<file path="src/rtl/cpu_run_monitor_pkg.sv">
// Shared types for the CPU run monitor: FSM state encoding and run status codes.
package cpu_run_monitor_pkg;

   typedef enum logic [1:0] {
      StHold = 2'd0,
      StRun  = 2'd1,
      StDone = 2'd2
   } run_state_e;

   typedef enum logic [1:0] {
      RUN_ST_RUNNING = 2'd0,
      RUN_ST_HALT    = 2'd1,
      RUN_ST_TIMEOUT = 2'd2,
      RUN_ST_LOOP    = 2'd3
   } run_status_e;

endpackage

</file>
<file path="src/rtl/cpu_run_monitor_trace_ring.sv">
// Circular trace buffer: appends on write enable, saturating entry count, and an
// oldest-relative combinational read port returning 0 past the valid entries.
module cpu_run_monitor_trace_ring #(
   parameter int unsigned DEPTH  = 16,
   parameter int unsigned DATA_W = 64
) (
   input  logic                     i_clk,
   input  logic                     i_reset,
   input  logic                     i_we,
   input  logic [DATA_W-1:0]        i_wdata,
   output logic [$clog2(DEPTH):0]   o_count,
   input  logic [$clog2(DEPTH)-1:0] i_rd_idx,
   output logic [DATA_W-1:0]        o_rd_data
);

   localparam int unsigned AW   = $clog2(DEPTH);
   localparam int unsigned CNTW = AW + 1;

   logic [DATA_W-1:0] r_mem [DEPTH];
   logic [AW-1:0]     r_wr_ptr;
   logic [AW:0]       r_count;
   logic              w_full;
   logic [AW-1:0]     w_oldest;
   logic [AW-1:0]     w_rd_addr;
   logic              w_rd_valid;

   assign w_full = (r_count == CNTW'(DEPTH));

   always_ff @(posedge i_clk or posedge i_reset) begin
      if (i_reset) begin
         r_wr_ptr <= '0;
         r_count  <= '0;
      end else if (i_we) begin
         r_wr_ptr <= r_wr_ptr + 1'b1;
         if (!w_full) begin
            r_count <= r_count + 1'b1;
         end
      end
   end

   // Storage needs no reset: entries beyond r_count are masked on read.
   always_ff @(posedge i_clk) begin
      if (i_we) begin
         r_mem[r_wr_ptr] <= i_wdata;
      end
   end

   // Until the ring fills, the oldest entry sits at slot 0; afterwards at the write pointer.
   assign w_oldest   = w_full ? r_wr_ptr : '0;
   assign w_rd_addr  = w_oldest + i_rd_idx;
   assign w_rd_valid = ({1'b0, i_rd_idx} < r_count);
   assign o_rd_data  = w_rd_valid ? r_mem[w_rd_addr] : '0;
   assign o_count    = r_count;

endmodule

</file>
<file path="src/rtl/cpu_run_monitor.sv">
// CPU run control/observation: reset sequencing, cycle counting, termination and PC trace.
// Optional self-loop detection is enabled by defining CPU_RUN_MONITOR_LOOP_DET_EN.
module cpu_run_monitor
   import cpu_run_monitor_pkg::*;
#(
   parameter int unsigned PC_W           = 64,
   parameter int unsigned TRACE_DEPTH    = 16,
   parameter int unsigned RESET_CYCLES   = 2,
   parameter int unsigned TIMEOUT_CYCLES = 1000,
   parameter int unsigned LOOP_LIMIT     = 4
) (
   input  logic                           i_clk,
   input  logic                           i_reset,
   output logic                           o_cpu_reset,
   input  logic [PC_W-1:0]                i_pc,
   input  logic                           i_halted,
   output logic                           o_run,
   output logic                           o_done,
   output logic [1:0]                     o_status,
   output logic [31:0]                    o_cycle_count,
   output logic [$clog2(TRACE_DEPTH):0]   o_trace_count,
   input  logic [$clog2(TRACE_DEPTH)-1:0] i_trace_rd_idx,
   output logic [PC_W-1:0]                o_trace_rd_pc
);

   localparam int unsigned HOLD_W = $clog2(RESET_CYCLES + 1);

   if (TRACE_DEPTH < 2 || (TRACE_DEPTH & (TRACE_DEPTH - 1)) != 0) begin : g_bad_depth
      $error("TRACE_DEPTH must be a power of two and at least 2");
   end
   if (RESET_CYCLES < 1) begin : g_bad_reset_cycles
      $error("RESET_CYCLES must be at least 1");
   end
   if (TIMEOUT_CYCLES < 1) begin : g_bad_timeout
      $error("TIMEOUT_CYCLES must be at least 1");
   end
   if (LOOP_LIMIT < 1) begin : g_bad_loop_limit
      $error("LOOP_LIMIT must be at least 1");
   end

   run_state_e        r_state;
   run_state_e        w_state_nxt;
   run_status_e       r_status;
   run_status_e       w_status_nxt;
   logic [HOLD_W-1:0] r_hold_cnt;
   logic [HOLD_W-1:0] w_hold_nxt;
   logic [31:0]       r_cycle_count;
   logic [31:0]       w_cycle_nxt;
   logic [31:0]       w_cycle_inc;
   logic [PC_W-1:0]   r_last_pc;
   logic [PC_W-1:0]   w_last_pc_nxt;
   logic              w_first;
   logic              w_pc_same;
   logic              w_trace_we;

`ifdef CPU_RUN_MONITOR_LOOP_DET_EN
   localparam int unsigned LOOP_W = $clog2(LOOP_LIMIT + 1);
   logic [LOOP_W-1:0] r_loop_cnt;
   logic [LOOP_W-1:0] w_loop_nxt;
`endif

   // cycle_count is zero only before the first RUN edge, so it doubles as the first-edge flag.
   assign w_first     = (r_cycle_count == '0);
   assign w_pc_same   = (i_pc == r_last_pc);
   assign w_cycle_inc = r_cycle_count + 32'd1;

   always_comb begin
      w_state_nxt   = r_state;
      w_status_nxt  = r_status;
      w_hold_nxt    = r_hold_cnt;
      w_cycle_nxt   = r_cycle_count;
      w_last_pc_nxt = r_last_pc;
      w_trace_we    = 1'b0;
`ifdef CPU_RUN_MONITOR_LOOP_DET_EN
      w_loop_nxt    = r_loop_cnt;
`endif
      unique case (r_state)
         StHold: begin
            if (r_hold_cnt == HOLD_W'(RESET_CYCLES - 1)) begin
               w_state_nxt = StRun;
               w_hold_nxt  = '0;
            end else begin
               w_hold_nxt = r_hold_cnt + 1'b1;
            end
         end
         StRun: begin
            w_cycle_nxt   = w_cycle_inc;
            w_last_pc_nxt = i_pc;
            w_trace_we    = w_first || !w_pc_same;
`ifdef CPU_RUN_MONITOR_LOOP_DET_EN
            w_loop_nxt    = (w_first || !w_pc_same) ? '0 : r_loop_cnt + 1'b1;
`endif
            if (i_halted) begin
               w_state_nxt  = StDone;
               w_status_nxt = RUN_ST_HALT;
            end
`ifdef CPU_RUN_MONITOR_LOOP_DET_EN
            else if (w_loop_nxt == LOOP_W'(LOOP_LIMIT)) begin
               w_state_nxt  = StDone;
               w_status_nxt = RUN_ST_LOOP;
            end
`endif
            else if (w_cycle_inc == 32'(TIMEOUT_CYCLES)) begin
               w_state_nxt  = StDone;
               w_status_nxt = RUN_ST_TIMEOUT;
            end
         end
         StDone: begin
         end
         default: w_state_nxt = StHold;
      endcase
   end

   always_ff @(posedge i_clk or posedge i_reset) begin
      if (i_reset) begin
         r_state       <= StHold;
         r_status      <= RUN_ST_RUNNING;
         r_hold_cnt    <= '0;
         r_cycle_count <= '0;
         r_last_pc     <= '0;
      end else begin
         r_state       <= w_state_nxt;
         r_status      <= w_status_nxt;
         r_hold_cnt    <= w_hold_nxt;
         r_cycle_count <= w_cycle_nxt;
         r_last_pc     <= w_last_pc_nxt;
      end
   end

`ifdef CPU_RUN_MONITOR_LOOP_DET_EN
   always_ff @(posedge i_clk or posedge i_reset) begin
      if (i_reset) begin
         r_loop_cnt <= '0;
      end else begin
         r_loop_cnt <= w_loop_nxt;
      end
   end
`endif

   cpu_run_monitor_trace_ring #(
      .DEPTH  (TRACE_DEPTH),
      .DATA_W (PC_W)
   ) u_trace_ring (
      .i_clk     (i_clk),
      .i_reset   (i_reset),
      .i_we      (w_trace_we),
      .i_wdata   (i_pc),
      .o_count   (o_trace_count),
      .i_rd_idx  (i_trace_rd_idx),
      .o_rd_data (o_trace_rd_pc)
   );

   assign o_cpu_reset   = (r_state == StHold);
   assign o_run         = (r_state == StRun);
   assign o_done        = (r_state == StDone);
   assign o_status      = r_status;
   assign o_cycle_count = r_cycle_count;

endmodule

</file>
<file path="config.mk">
export PLATFORM = sky130hd
export DESIGN_NAME = cpu_run_monitor
export DESIGN_NICKNAME = d
export VERILOG_FILES = /design/src/rtl/cpu_run_monitor_pkg.sv /design/src/rtl/cpu_run_monitor_trace_ring.sv /design/src/rtl/cpu_run_monitor.sv
export SDC_FILE = /design/constraint.sdc
export NUM_CORES = 1
export LEC_CHECK = 0
export BUFFER_PORTS_ARGS = -buffer_cell sky130_fd_sc_hd__buf_2
export CAP_MARGIN = 20
export CELL_PAD_IN_SITES_DETAIL_PLACEMENT = 0
export CELL_PAD_IN_SITES_GLOBAL_PLACEMENT = 1
export CORE_UTILIZATION = 58
export CTS_CLUSTER_SIZE = 28
export DETAILED_ROUTE_END_ITERATION = 8
export PLACE_DENSITY = 0.86
export SYNTH_ARGS = -nofsm -noshare
export SYNTH_HDL_FRONTEND = slang
export SYNTH_HIERARCHICAL = 1
export SYNTH_SLANG_ARGS = --single-unit
</file>
<file path="constraint.sdc">
create_clock -name i_clk -period 7.6 [get_ports i_clk]
set_input_delay 0.76 -clock i_clk [delete_from_list [all_inputs] [get_ports i_clk]]
set_output_delay 0.76 -clock i_clk [all_outputs]
set_load 0.02 [all_outputs]
</file>
---- After elaboration in Yosys (flattened, before gate mapping) ----
Memories as Yosys holds them, arrays and structs flattened.
Index checks and enable logic that the tools add are counted.
word-level totals
  register bits after elaboration ......... 111
  bits in latches ......................... 0
  memory bits (writable) .................. 1024
  memory bits (read-only) ................. 0
  output and inout port bits .............. 106
  logic and storage cells ................. 43
  memories kept ........................... 1
memory list
  name                depth  width  read ports  clocked after memory_dff  wr ports  line                              text
  u_trace_ring.r_mem  16     64     1           0                         1         cpu_run_monitor_trace_ring.sv:19  logic [DATA_W-1:0] r_mem [DEPTH];
operators by class
  add/subtract/negate cells ............... 5
  multiply operators ...................... 0
  divide/modulo/power cells ............... 0
  magnitude comparators ................... 1
  equal/unequal tests ..................... 8
  shift-type cells ........................ 0
  multiplexer cells ....................... 11
  bitwise operators ....................... 2
  reduce and logical (&&, ||, !) cells .... 8
operator list
  cell                                                                     number
  64-bit == test                                                           1
  64-bit two-way mux                                                       1
  32-bit by 1-bit adder with 32-bit output, second input constant          1
  32-bit by 10-bit == test with 1-bit output, second input constant        1
  32-bit logical NOT                                                       1
  2-bit two-way mux                                                        5
  2-bit one-hot mux with 3 select lines                                    1
  5-bit by 1-bit adder with 5-bit output, second input constant            1
  5-bit == test, second input constant                                     1
  4-bit by 5-bit less-than comparator with 1-bit output                    1
  4-bit by 1-bit adder with 4-bit output, second input constant            1
  4-bit adder                                                              1
  2-bit by 1-bit == test with 1-bit output, second input constant          2
  4-bit two-way mux                                                        1
  2-bit AND reduction                                                      2
  1-bit two-way mux                                                        3
  3-bit by 2-bit inequality test with 1-bit output, second input constant  1
  3-bit AND reduction                                                      1
  2-bit by 1-bit adder with 2-bit output, second input constant            1
  2-bit == test, second input constant                                     1
  2-bit logical NOT                                                        1
  2-bit by 1-bit inequality test with 1-bit output, second input constant  1
  1-bit NOT                                                                2
  2-bit nonzero test                                                       1
  other kinds (2)                                                          2

---- Longest topological paths before layout ----
  depth after elaboration ................. 6
  mapped depth ............................ 13

---- Modules after synthesis ----
The synthesis kept the hierarchy.
by module, submodules not included
  module                      times used  cells an instance  area an instance (µm²)
  cpu_run_monitor_trace_ring  1           1729               40453.8
  cpu_run_monitor             1           621                5447.7

---- Worst setup path before layout ----
No wires, ideal clock.
  kind .................................... register to register
  from .................................... register r_cycle_count[27] (netlist: o_cycle_count[27])
  to ...................................... memory u_trace_ring.r_mem[12][0], enable pin
  setup time .............................. 429 ps
  arrival time ............................ 3731 ps
  required time ........................... 7171 ps
  path slack .............................. 3440 ps
  cell stages (with the launch flop) ...... 10
  buffers on the path ..................... 1
  clock period less this slack ............ 4160 ps
  path through ............................ dfrtp_1 > or4_1 > nor4_1 > nand3_1 > o211ai_1 > nor3_1 > a21oi_1 > clkbuf_1 > and3_1 > and2_1
on the way
  cells in the longest elaborated chain, start to end .. 5
ends and longest elaborated chain
  item                                     line                              text
  start, declared                          cpu_run_monitor.sv:47             logic [31:0] r_cycle_count;
  start signal, assigned                   cpu_run_monitor.sv:125            r_cycle_count <= w_cycle_nxt;
  32-bit logical NOT                       cpu_run_monitor.sv:63             assign w_first = (r_cycle_count == '0);
  1-bit logical OR                         cpu_run_monitor.sv:89             w_trace_we = w_first || !w_pc_same;
  1-bit two-way mux                        cpu_run_monitor.sv:77             unique case (r_state)
  named net w_trace_we                     cpu_run_monitor.sv:54             logic w_trace_we;
  1-bit two-way mux                        cpu_run_monitor_trace_ring.sv:43  if (i_we) begin
  1-bit two-way mux (not written as such)  cpu_run_monitor_trace_ring.sv:44  r_mem[r_wr_ptr] <= i_wdata;
  end, declared                            cpu_run_monitor_trace_ring.sv:19
The timed path passes the listed nets, and every way through them passes these cells.

---- Worst setup path in the final report ----
  from .................................... register u_trace_ring.r_count[0] (netlist: u_trace_ring/o_count[0])
  to ...................................... output o_trace_rd_pc[4]
on the way
  cells in the longest elaborated chain, start to end .. 5
ends and longest elaborated chain
  item                    line                              text
  start, declared         cpu_run_monitor_trace_ring.sv:21  logic [AW:0] r_count;
  start signal, assigned  cpu_run_monitor_trace_ring.sv:36  r_count <= r_count + 1'b1;
  5-bit == test           cpu_run_monitor_trace_ring.sv:27  assign w_full = (r_count == CNTW'(DEPTH));
  4-bit two-way mux       cpu_run_monitor_trace_ring.sv:49  assign w_oldest = w_full ? r_wr_ptr : '0;
  4-bit adder             cpu_run_monitor_trace_ring.sv:50  assign w_rd_addr = w_oldest + i_rd_idx;
  memory 16 x 64 bit      n/a
  64-bit two-way mux *    cpu_run_monitor_trace_ring.sv:52  assign o_rd_data = w_rd_valid ? r_mem[w_rd_addr] : '0;
  end, declared           cpu_run_monitor.sv:23             output logic [PC_W-1:0] o_trace_rd_pc
Mark *: on every way between the ends. The rest lies on a longest branch, timed or not.

==> insert_results.sql <==
INSERT INTO impl_metrics (metric_group, metric, value, unit) VALUES
('outcome', 'outcome', 'completed', ''),
('clock_network', 'post_cts_hold_buffer_count', '0', ''),
('logic_synthesis', 'synthesized_net_count', '2437', ''),
('logic_synthesis', 'fraction_of_registers_with_async_set_or_reset_after_synthesis', '0.0978', ''),
('sta', 'clock.fmax', '169', 'MHz'),
('global_route', 'grt_total_usage', '0.271', ''),
('sta', 'final-setup-viol-count', '0', ''),
('place', 'detailed_place_hpwl', '56900', 'um'),
('die', 'fp.coreArea', '0.0778', 'mm^2'),
('sta', 'relSlewSlack', '0.259', ''),
('sta', 'report.final.slew_viol_count', '0', ''),
('drt', 'routed-via-count', '23700', ''),
('setup_path', 'worst-setup-path-type', 'flop to primary output', ''),
('setup_path', 'worst-endpoint-arrival', '5170', 'ps'),
('setup_path', 'cp-end-kind', 'primary output', ''),
('drt', 'drc_errors', '0', ''),
('power', 'final_total_pwr', '16.2', 'mW'),
('drt', 'viasPerCell', '6.48', ''),
('sta', 'rsz0062_at_grt', 'no', ''),
('sta', 'period_minus_slack', '5930', 'ps'),
('clock_network', 'cts_sinks', '1135', ''),
('clock_network', 'cts_max_path_buffers', '3', ''),
('logic_synthesis', 'synth-main-ff-cell', 'edfxtp_1', ''),
('power', 'total_leakage_power', '17.5', 'nW'),
('layout', 'layout-area-overhead-vs-synth', '12.3', '%'),
('logic_synthesis', 'syn-mean-instance-area', '19.5', 'um^2'),
('logic_synthesis', 'synthCells', '2350', ''),
('logic_synthesis', 'post_synth_num_cell_types', '64', ''),
('place', 'quantity_of_i_o_buffers_inserted_on_ports', '176', ''),
('logic_synthesis', 'yosys.area.top_type_share', '0.670', ''),
('logic_synthesis', 'yosysWarnings', '6', ''),
('drt', 'antenna_violating_nets_remaining', '0', ''),
('logic_synthesis', 'synth-edff-count', '1024', ''),
('clock_network', 'htree_num_levels', '3', ''),
('clock_network', 'cts_made_buffers', '109', ''),
('job', 'drv.max_cap_violation_count', '0', ''),
('global_route', 'antenna_violations_before_repair', '10', ''),
('logic_synthesis', 'synth-seq-cells', '1135', ''),
('setup_path', 'cp.required', '6840', 'ps'),
('worst_hold_path', 'hold_path_class', 'primary input to asynchronous set/reset pin', ''),
('layout', 'fillers', '4978', ''),
('die', 'num_ports', '177', ''),
('die', 'num_rows', '102', ''),
('clock_network', 'post_cts.resized_instances', '0', ''),
('clock_network', 'cts_setup_buffers', '0', ''),
('logic_synthesis', 'synthDominantAreaCellType', 'edfxtp_1', ''),
('clock_network', 'path_clk_slew', '60', 'ps'),
('sta', 'post-route-period-util', '0.780', ''),
('power', 'vdd.ir_drop.worst', '0.234', 'mV'),
('logic_synthesis', 'synth_seq_area_share', '0.730', ''),
('sta', 'finClkSkew', '21.0', 'ps'),
('power', 'powerDensity', '314', 'mW/mm^2'),
('drt', 'dr.pass1.iters', '7', ''),
('drt', 'route.final.wire_length', '107000', 'um'),
('die', 'initial_utilization', '0.590', ''),
('setup_path', 'crit_path_max_fanout', '52', ''),
('clock_network', 'clk_root_buffer_cell', 'clkbuf_16', ''),
('drt', 'drt-initial-drc-count', '2665', ''),
('layout', 'drive_above_1_share', '0.300', ''),
('die', 'die_width', '283', 'um'),
('logic_synthesis', 'netlist_top_cells_area', 'edfxtp_1 (67%), mux4_2 (13%), dfrtp_1 (6.1%)', ''),
('drt', 'wire_per_inst', '29.2', 'um'),
('global_route', 'first_global_vias', '24800', ''),
('clock_network', 'tritoncts', 'done', ''),
('sta', 'hold_viol', '0', ''),
('setup_path', 'critical_path.startpoint_type', 'flop', ''),
('global_route', 'grt_first_pass_wirelength', '159000', 'um'),
('global_route', 'globalRouteOverflowTotal', '0', ''),
('clock_network', 'worst_skew_pair.late_latency', '670', 'ps'),
('sta', 'worst_slew_pin_slew', '1110', 'ps'),
('place', 'place_congestion', '0.789', ''),
('die', 'fp.dieH', '283', 'um'),
('layout', 'nNetsFinal', '2617', ''),
('logic_synthesis', 'synth.cell_area', '0.0459', 'mm^2'),
('sta', 'total_negative_setup_slacks', '0', 'ps'),
('sta', 'worst_hold_slack', '87.4', 'ps'),
('die', 'die_area', '0.0803', 'mm^2'),
('global_route', 'grt_start_max_net_pins', '129', ''),
('layout', 'final_core_utilization', '0.662', '');
-- state kept, by name, summed over array words and instances (netlist names) --
register,count
u_trace_ring/r_mem,1024
r_last_pc,64
o_cycle_count,32
u_trace_ring/o_count,5
u_trace_ring/r_wr_ptr,4
o_status,2
r_hold_cnt,2
r_state,2
-- critical path, stage by stage (launching register included) --
cell	delay, ps
dfrtp_1	440
inv_1	70
ha_1	240
nand4bb_4	120
nor2_1	80
ha_4	170
fa_4	1410
buf_4	630
mux4_2	410
mux2_2	290
nor3_1	230
a221oi_2	130
buf_2	250
-- stage by stage --
| step | area, um^2 | setup WS [ps] | std cells |
|---|---|---|---|
| 3_5_place_dp | 47800 | 2450 | 3457 |
| 3_3_place_gp | 47800 | 2440 | 3457 |
| 5_1_grt | 51500 | 1530 | 3664 |
| 4_1_cts | 51500 | 1670 | 3661 |
| 6_report | 51500 | 1670 | 3666 |
| 2_1_floorplan | 45900 | 3440 | 2350 |
-- placed cells by master, fill, tap and decap left out, drive strengths merged, types with 3 or more instances in the layout --
cell / count
nor4: 26
ha: 15
dfrtp: 111
nor2: 20
o211ai: 4
clkbuf: 148
clkinv: 38
nor3b: 7
nand4: 22
bufinv: 13
a21oi: 5
edfxtp: 1024
mux2: 65
inv: 19
o21ai: 8
nand2b: 3
a21o: 4
and3: 5
a211o: 3
xor2: 71
nor4b: 3
or3: 5
mux2i: 65
and2: 21
nand2: 222
a221oi: 64
buf: 214
nor3: 78
diode: 3
nand3: 19
xnor2: 34
mux4: 256
-- cell type report --
| cell class | instances | area (um^2) | share of cell area |
|---|---|---|---|
| Antenna cell | 3 | 7.51 | 0.000146 |
| Clock inverter | 56 | 612 | 0.0119 |
| Tap cell | 1040 | 1300 | 0.0252 |
| Clock buffer | 148 | 3020 | 0.0586 |
| Sequential cell | 1135 | 33500 | 0.651 |
| Timing Repair Buffer | 214 | 1270 | 0.0246 |
| Inverter | 16 | 65.1 | 0.00126 |
| Multi-Input combinational cell | 1054 | 11700 | 0.228 |
-- metal layers --
metal  vias to the layer above  global-route usage  wire, um
met3                       204              0.0553      8820
met2                      1160               0.443     53700
met1                     12500               0.370     41500
li1                       9854                   -         -
met4                        10              0.0882      2910
met5                         -                   0        68
-- report_power, final --
part | switching, mW | internal (mW)
sequential | 0.265 | 7.39
combinational | 1.97 | 1.09
clock | 2.25 | 3.21
-- path summary, 6_finish.rpt --
path | from | end | slack (ps) | cells past startpoint
worst max-delay path | u_trace_ring/o_count[0] | o_trace_rd_pc[4] | 1670 | 12
min in group i_clk | i_halted | r_state[0] | 360 | 2
worst min register to register | r_hold_cnt[1] | r_state[0] | 440 | 1
max in group asynchronous | i_reset | r_last_pc[27] | 6130 | 3
worst max register to register | o_cycle_count[27] | u_trace_ring/r_mem[8][13] | 2660 | 9
worst min-delay path | i_reset | u_trace_ring/r_wr_ptr[3] | 90 | 2
-- logic make-up after synthesis --
kind of cell,count (synthesis),synth area share
AOI/OAI and AO/OA,106,0.0270
xor gates and xnor gates,105,0.0200
adders and majority gates,16,0.00452
buffers and inverters,161,0.0162
DFF,1135,0.730
muxes,386,0.156
and+or+nand+nor,441,0.0461
-- synth_stat cells (all sizes together), types with 20 or more instances --
library cell     n
xnor2           34
dfrtp          111
mux2i           65
nand4           22
mux4           256
clkbuf          85
and2            21
nor2            20
xor2            71
nand2          222
a221oi          64
nor3            78
buf             60
nor4            26
edfxtp        1024
mux2            65
Note: power is estimated with default switching activity, not from simulation.
